--- src/rtl/div_unit.sv ---
// Iterative restoring radix-2 divider for MIPS DIV/DIVU: one quotient bit per cycle, 32 ON cycles.
// HI gets the remainder and LO the quotient; ready pulses for one cycle in END.
module div_unit #(
  parameter int DATA_W = 32
) (
  input  logic              clk,
  input  logic              rst,
  input  logic              start,
  input  logic              signed_div,
  input  logic              annul,
  input  logic [DATA_W-1:0] opdata1,
  input  logic [DATA_W-1:0] opdata2,
  output logic [DATA_W-1:0] result_hi,
  output logic [DATA_W-1:0] result_lo,
  output logic              ready,
  output logic              busy
);

  localparam int CNT_W = $clog2(DATA_W) + 1;

  typedef enum logic [1:0] {
    S_IDLE    = 2'd0,
    S_DIVZERO = 2'd1,
    S_ON      = 2'd2,
    S_END     = 2'd3
  } state_t;

  state_t             state, state_nxt;
  logic [CNT_W-1:0]   count;
  logic [DATA_W-1:0]  quo;        // dividend bits shift out of the top, quotient bits shift in at the bottom
  logic [DATA_W-1:0]  rem;
  logic [DATA_W-1:0]  dvs;
  logic [DATA_W-1:0]  orig;
  logic               neg_q, neg_r;

  logic               accept;
  logic [DATA_W-1:0]  op1_mag, op2_mag;
  logic [DATA_W:0]    shifted;
  logic               ge;
  logic [DATA_W-1:0]  rem_step, quo_step;
  logic [DATA_W-1:0]  q_fin, r_fin;

  assign accept = start && !annul;

  always_comb begin
    state_nxt = state;
    case (state)
      S_IDLE:    if (accept) state_nxt = (opdata2 == '0) ? S_DIVZERO : S_ON;
      S_DIVZERO: state_nxt = annul ? S_IDLE : S_END;
      S_ON: begin
        if (annul)                               state_nxt = S_IDLE;
        else if (count == CNT_W'(DATA_W - 1))    state_nxt = S_END;
      end
      S_END:     state_nxt = S_IDLE;
      default:   state_nxt = S_IDLE;
    endcase
  end

  always_comb begin
    op1_mag  = (signed_div && opdata1[DATA_W-1]) ? ('0 - opdata1) : opdata1;
    op2_mag  = (signed_div && opdata2[DATA_W-1]) ? ('0 - opdata2) : opdata2;
    shifted  = {rem, quo[DATA_W-1]};
    ge       = shifted >= {1'b0, dvs};
    // When ge holds the difference is below the divisor, so it always fits DATA_W bits.
    rem_step = ge ? (shifted[DATA_W-1:0] - dvs) : shifted[DATA_W-1:0];
    quo_step = {quo[DATA_W-2:0], ge};
    q_fin    = neg_q ? ('0 - quo_step) : quo_step;
    r_fin    = neg_r ? ('0 - rem_step) : rem_step;
  end

  always_ff @(posedge clk or posedge rst) begin
    if (rst) begin
      state     <= S_IDLE;
      count     <= '0;
      quo       <= '0;
      rem       <= '0;
      dvs       <= '0;
      orig      <= '0;
      neg_q     <= 1'b0;
      neg_r     <= 1'b0;
      result_hi <= '0;
      result_lo <= '0;
      ready     <= 1'b0;
      busy      <= 1'b0;
    end else begin
      state <= state_nxt;
      ready <= (state_nxt == S_END);
      busy  <= (state_nxt == S_DIVZERO) || (state_nxt == S_ON);
      case (state)
        S_IDLE: begin
          if (accept) begin
            quo   <= op1_mag;
            dvs   <= op2_mag;
            rem   <= '0;
            count <= '0;
            orig  <= opdata1;
            neg_q <= signed_div && (opdata1[DATA_W-1] ^ opdata2[DATA_W-1]);
            neg_r <= signed_div && opdata1[DATA_W-1];
          end
        end
        S_ON: begin
          quo   <= quo_step;
          rem   <= rem_step;
          count <= count + 1'b1;
          if (state_nxt == S_END) begin
            result_lo <= q_fin;
            result_hi <= r_fin;
          end
        end
        S_DIVZERO: begin
          if (state_nxt == S_END) begin
            result_lo <= '1;
            result_hi <= orig;
          end
        end
        default: ;
      endcase
    end
  end

endmodule

--- config.mk ---
export PLATFORM = sky130hd
export DESIGN_NAME = div_unit
export DESIGN_NICKNAME = d
export VERILOG_FILES = /design/src/rtl/div_unit.sv
export SDC_FILE = /design/constraint.sdc
export NUM_CORES = 1
export LEC_CHECK = 0
export BUFFER_PORTS_ARGS = -buffer_cell sky130_fd_sc_hd__buf_2
export CAP_MARGIN = 30
export CORE_ASPECT_RATIO = 0.6
export CORE_MARGIN = 10
export CORE_UTILIZATION = 35
export CTS_CLUSTER_DIAMETER = 30
export DETAILED_ROUTE_END_ITERATION = 7
export SLEW_MARGIN = 20
export SYNTH_ARGS = -nofsm -noshare
export SYNTH_HDL_FRONTEND = slang
export SYNTH_SLANG_ARGS = --single-unit
--- constraint.sdc ---
create_clock -name clk -period 6 [get_ports clk]
set_clock_uncertainty 0.2 [all_clocks]
set_input_delay 0.6 -clock clk [delete_from_list [all_inputs] [get_ports clk]]
set_output_delay 0.6 -clock clk [all_outputs]
set_load 0.01 [all_outputs]
==> results of run 1 <==
==> cell usage after synthesis, drive strengths merged (23+ instances only) <==
cell / n
dfrtp: 204
inv: 48
buf: 25
nand2: 250
o31ai: 23
ha: 38
nor3: 39
mux2i: 24
xnor2: 62
clkbuf: 82
nor2: 134
or3: 24
o21ai: 190
a21oi: 119
xor2: 85
a22oi: 32
nand3: 49
==> stage by stage <==
step / area [um2] / hold WS, ps
6_report: 16100 / 107
5_1_grt: 16100 / 115
4_1_cts: 16100 / 83.8
3_5_place_dp: 14700 / 262
3_3_place_gp: 14700 / 258
2_1_floorplan: 13600 / 237
==> what timing repair did <==
item | CTS | global route
setup buffers | 0 | 0
endpoints found under the setup margin | 0 | 2
hold buffers | 0 | 0
resized for setup | 0 | 4
==> where the power goes <==
part / switching (mW) / internal, mW
Clock: 0.768 / 1.50
Combinational: 2.72 / 1.52
Sequential: 0.283 / 1.61
==> logic make-up after synthesis <==
family / count (synthesis) / share of synthesized area
buffers and inverters: 155 / 0.0464
multiplexers: 25 / 0.0185
flip-flops: 204 / 0.375
AND/OR/NAND/NOR: 603 / 0.206
XOR/XNOR: 147 / 0.0945
adder cells (fa/ha/maj): 39 / 0.0364
AO/OA/AOI/OAI: 492 / 0.223
==> state kept, by name (all words and copies together) (netlist names), 2 cells and up <==
signal,count
dvs,32
orig,32
quo,32
rem,32
result_hi,32
result_lo,32
count,6
state,2
==> area by class of cell <==
| type | instances | area (um2) |
|---|---|---|
| Clock buffer | 47 | 1050 |
| Inverter | 48 | 184 |
| Fill cell | 3787 | 22000 |
| Clock inverter | 20 | 280 |
| Tap cell | 513 | 642 |
| Multi-Input combinational cell | 1306 | 7950 |
| Timing Repair Buffer | 158 | 881 |
| Sequential cell | 204 | 5100 |
==> path summary, 6_finish.rpt <==
path,cells after the start,startpoint,to
max,17,rem[23]$_DFFE_PP0P_,result_hi[26]$_DFFE_PP0P_
min,3,rst,count[0]$_DFFE_PP0P_
max reg2reg,17,rem[23]$_DFFE_PP0P_,result_hi[26]$_DFFE_PP0P_
min reg2reg,2,result_hi[9]$_DFFE_PP0P_,result_hi[9]$_DFFE_PP0P_
max in group asynchronous,4,rst,dvs[4]$_DFFE_PP0P_
min in group clk,2,annul,state[0]$_DFF_PP0_
==> critical path, stage by stage, from the launching register on <==
cell and delay (ps):
dfrtp_1 410, ha_1 430, a21oi_1 270, o21ai_0 210
a221oi_1 480, o21a_1 300, nand2_4 200, o21ai_0 350
ha_1 280, nand2_1 90, or3_1 330, nor3_1 180
mux2i_1 250, and2_1 330, a21o_1 220, o41ai_2 480
xor2_1 120, a221oi_1 300
==> per-layer routing <==
metal | global-route usage | vias to the layer above | routed length [um]
li1 | - | 6123 | -
met1 | 0.280 | 6276 | 22300
met2 | 0.267 | 397 | 18900
met3 | 0.0535 | 41 | 3760
met4 | 0.0304 | 2 | 446
met5 | 0 | - | 12
==> flow_metrics.tcl, run 1 <==
set metrics [dict create \
    status "finished, final reports clean" \
    hp-class "input pin to asynchronous set/reset pin" \
    rows 55 \
    cts_tree "done" \
    synth_area_leaders "dfrtp_1 37%, nand2_1 6.9%, o21ai_0 6.7%, xor2_1 5.5%, a21oi_1 4.3%" \
    finalSetupTns_ps 0 \
    slew_viol_final 0 \
    vias 12800 \
    syn_avg_cell_area_um2 8.18 \
    drt-initial-drc-count 1347 \
    numCtsBuffers 38 \
    cp-end-kind "register" \
    final_core_util 0.423 \
    crit_arrival_ps 5770 \
    hpwl_mm 34.2 \
    placed_cells 2228 \
    netlist_area_um2 13600 \
    antenna_found_initial 2 \
    root_buffer "clkbuf_16" \
    syn-num-nets 1773 \
    power.leakage_nw 7.24 \
    io_pins 135 \
    drive_above_1_share 0.146 \
    setup_viol 0 \
    synthCells 1665 \
    first_pass_iters 5 \
    grt_usage 0.188 \
    yosys.area.top_type "dfrtp_1" \
    powerDensity_nw_per_um2 522 \
    grt_pass1_wl_mm 71.8 \
    wl_per_cell_um 19.7 \
    clk_pin_slew_worst_paths_ps 60 \
    dieHeight_um 173 \
    async_flop_share 1.00 \
    tightest_slew_ps 916 \
    crit_type "register to register" \
    start_util 0.358 \
    place_ws_ps 310 \
    final_antenna_net_count 0 \
    fin_nets 1864 \
    hold_viol 0 \
    setup_ws_ps 468 \
    fmax_mhz 181 \
    viasPerCell 5.59 \
    worstSkewPairLatency_ps 530 \
    drc_errors 0 \
    htree_levels 2 \
    wirelength_mm 45.3 \
    worstPathRequired_ps 6230 \
    final_common_cell "nand2_1" \
    slew_headroom 0.383 \
    finalPower_mw 8.40 \
    grt_pass1_vias 12400 \
    fin_cells 2296 \
    vdd_drop_max_v 0.000223 \
    synth_edf_count 0 \
    synthFlopType "dfrtp_1" \
    fin_crit_ps 5530 \
    clock-sinks 204 \
    numPortBuffers 134 \
    period_share 0.922 \
    grt_max_degree 151 \
    max_cap_violations 0 \
    gp_congestion 0.922 \
    die_x_um 275 \
    die-area_um2 47500 \
    layout_common_cells "249 x nand2_1, 204 x dfrtp_1, 183 x o21ai_0" \
    yosys_warnings 0 \
    synth_seq_cells 204 \
    worstPathMaxFanout 18 \
    grt_overflow 0 \
    yosys.area.top_type_share 0.375 \
    core_area_um2 38100 \
    ys_seq_area_frac 0.375 \
    start_kind "register" \
    syn_to_final_growth_pct 18.1 \
    ctsLongestPathBuffers 3 \
    r2r_slack_ps 470 \
    synth.distinct_cells 83 \
    antenna_cells 0 \
]
Note: power is estimated with default switching activity, not from simulation.
==> run 2, diff against run 1 <==
--- a/config.mk
+++ b/config.mk
@@ -7,11 +7,14 @@
 export LEC_CHECK = 0
 export BUFFER_PORTS_ARGS = -buffer_cell sky130_fd_sc_hd__buf_2
 export CAP_MARGIN = 30
+export CELL_PAD_IN_SITES_DETAIL_PLACEMENT = 1
+export CELL_PAD_IN_SITES_GLOBAL_PLACEMENT = 2
 export CORE_ASPECT_RATIO = 0.6
 export CORE_MARGIN = 10
-export CORE_UTILIZATION = 35
+export CORE_UTILIZATION = 33
 export CTS_CLUSTER_DIAMETER = 30
 export DETAILED_ROUTE_END_ITERATION = 7
+export PLACE_DENSITY_LB_ADDON = 0.1
 export SLEW_MARGIN = 20
 export SYNTH_ARGS = -nofsm -noshare
 export SYNTH_HDL_FRONTEND = slang
==> run 2 against run 1 <==
  * Final cell count increased by 2.0%
  * Via count is 0.91% higher
  * Critical path depth stayed put
  * Clock power up 21%
  * Clock-buffer cell count increased by 14
  * Sequential power is essentially flat
  * Register-to-register slack got worse by 150 ps
  * Setup slack lost 150 ps
  * Hold slack worse by 18 ps
  * Power increased by 9.0%
  * Sequential share of layout area down 0.75 points
==> flow_metrics.tcl, run 2 (synthesized netlist as in run 1, its figures left out) <==
set metrics [dict create \
    cpPeakStageDelay_ps 570 \
    dieHeight_um 177 \
    fmax_mhz 176 \
    worstRegToRegCells 17 \
    layout_common_cells "249 x nand2_1, 204 x dfrtp_1, 182 x o21ai_0" \
    start_util 0.336 \
    numPortBuffers 134 \
    numCtsBuffers 49 \
    power.leakage_nw 7.43 \
    grt_pass1_wl_mm 82.2 \
    final_antenna_net_count 0 \
    vdd_drop_max_v 0.000205 \
    worstPathMaxFanout 10 \
    vias 13000 \
    grt_pass1_vias 13100 \
    crit_arrival_ps 5940 \
    rows 57 \
    drc_errors 0 \
    clock-sinks 204 \
    antenna_cells 0 \
    first_pass_iters 5 \
    fin_crit_ps 5680 \
    clk_pin_slew_worst_paths_ps 50 \
    timing.rr.end "result_hi[26]$_DFFE_PP0P_" \
    cts_tree "done" \
    fill_cells 4875 \
    die-area_um2 50100 \
    r2r_start "rem[5]$_DFFE_PP0P_" \
    period_share 0.947 \
    setup.worst_path.end "result_hi[26]$_DFFE_PP0P_" \
    worstPathRequired_ps 6260 \
    slowest_stage "ha_1" \
    hpwl_mm 40.4 \
    ctsLongestPathBuffers 3 \
    drive_above_1_share 0.155 \
    cp_cell_sequence "ha_1 > a21oi_2 > o21ai_1 > nand2_1 > a311o_1 > nand2_4 > mux2i_1 > ha_1 > nand2_1 > nor3_1 > nor4b_1 > mux2i_1 > and2_1 > a21o_1 > o41ai_1 > xor2_1 > a221oi_1" \
    r2r_slack_ps 320 \
    grt_max_degree 159 \
    syn_to_final_growth_pct 21.0 \
    root_buffer "clkbuf_16" \
    hp-class "input pin to register" \
    htree_levels 2 \
    hold_viol 0 \
    drt-initial-drc-count 910 \
    powerDensity_nw_per_um2 555 \
    start_kind "register" \
    rsz0062_at_grt "false" \
    slew_viol_final 0 \
    finalSetupTns_ps 0 \
    fin_area_um2 16500 \
    place_area_um2 14700 \
    final_common_cell "nand2_1" \
    crit_path_start "rem[5]$_DFFE_PP0P_" \
    fin_nets 1878 \
    die_x_um 282 \
    setup_viol 0 \
    slew_headroom 0.317 \
    worstSkewPairLatency_ps 570 \
    status "finished, final reports clean" \
    wl_per_cell_um 22.7 \
    final_core_util 0.406 \
    viasPerCell 5.53 \
    crit_type "register to register" \
    cp-end-kind "register" \
    tightest_slew_ps 1020 \
    core_area_um2 40600 \
    antenna_found_initial 2 \
    max_cap_violations 0 \
    wirelength_mm 53.2 \
    io_pins 135 \
    grt_overflow 0 \
    grt_usage 0.210 \
    gp_congestion 0.899 \
]
## run 2: cell types whose count changed in the layout (fill, tap and decap cells not counted), sizes merged
cell and delta:
buf +2, clkbuf +14, clkinv +6, clkinvlp +3
dlygate4sd3 +1, inv +2
## run 2: through the flow
step                hold WS [ps]  total power, mW  worst slack, ps  instances
floorplan                    237             4.89              731       1665
CTS                         51.8             9.13              449       2340
global route                80.3             9.76             31.4       2342
detailed placement           260             6.33              475       2247
finish                      88.4             9.15              319       2342
global placement             258             6.32              767       2247
## run 2: routing by layer
| metal | up-vias | global-route usage | part of all wire |
|---|---|---|---|
| met4 | 0 | 0.0369 | 0.014 |
| met3 | 59 | 0.0543 | 0.074 |
| met1 | 6429 | 0.333 | 0.53 |
| met2 | 327 | 0.276 | 0.38 |
| li1 | 6141 | - | - |
| met5 | - | 0 | 0 |
## run 2: where the power goes
group,total (mW),internal [mW],switching [mW],leakage (nW)
clock,2.74,1.82,0.926,0.816
combinational,4.50,1.54,2.96,3.96
sequential,1.91,1.61,0.294,2.65
## run 2: worst max-delay path: cells and delay by family, from the launching register on
kind,cells,cell delay (ps)
flip-flops,1,450
AO/OA/AOI/OAI,6,2090
multiplexers,2,530
AND/OR/NAND/NOR,6,1270
XOR/XNOR,1,180
adder cells (fa/ha/maj),2,850
## run 2: timing repair
| item | in CTS | in global routing |
|---|---|---|
| setup buffers | 0 | 0 |
| hold buffers | 1 | 0 |
| hold endpoints to repair | 2 | 0 |
| resized for setup | 0 | 1 |
| setup endpoints to repair | 0 | 1 |
## run 2: layout make-up
cell class | count | area [um2] | area share
Multi-Input combinational cell | 1306 | 7930 | 0.481
Sequential cell | 204 | 5100 | 0.310
Clock buffer | 61 | 1310 | 0.0796
Timing Repair Buffer | 161 | 908 | 0.0551
Tap cell | 531 | 664 | 0.0403
Clock inverter | 31 | 374 | 0.0227
Inverter | 48 | 184 | 0.0112
## run 2: worst min-delay path by stage
stage,from,slack (ps),endpoint,cells after the start
CTS,annul,50,state[0]$_DFF_PP0_,2
global route,annul,80,state[0]$_DFF_PP0_,2
floorplan,orig[18]$_DFFE_PP0P_,240,orig[18]$_DFFE_PP0P_,2
detailed placement,orig[23]$_DFFE_PP0P_,260,orig[23]$_DFFE_PP0P_,2
finish,annul,90,state[0]$_DFF_PP0_,2
global placement,orig[23]$_DFFE_PP0P_,260,orig[23]$_DFFE_PP0P_,2
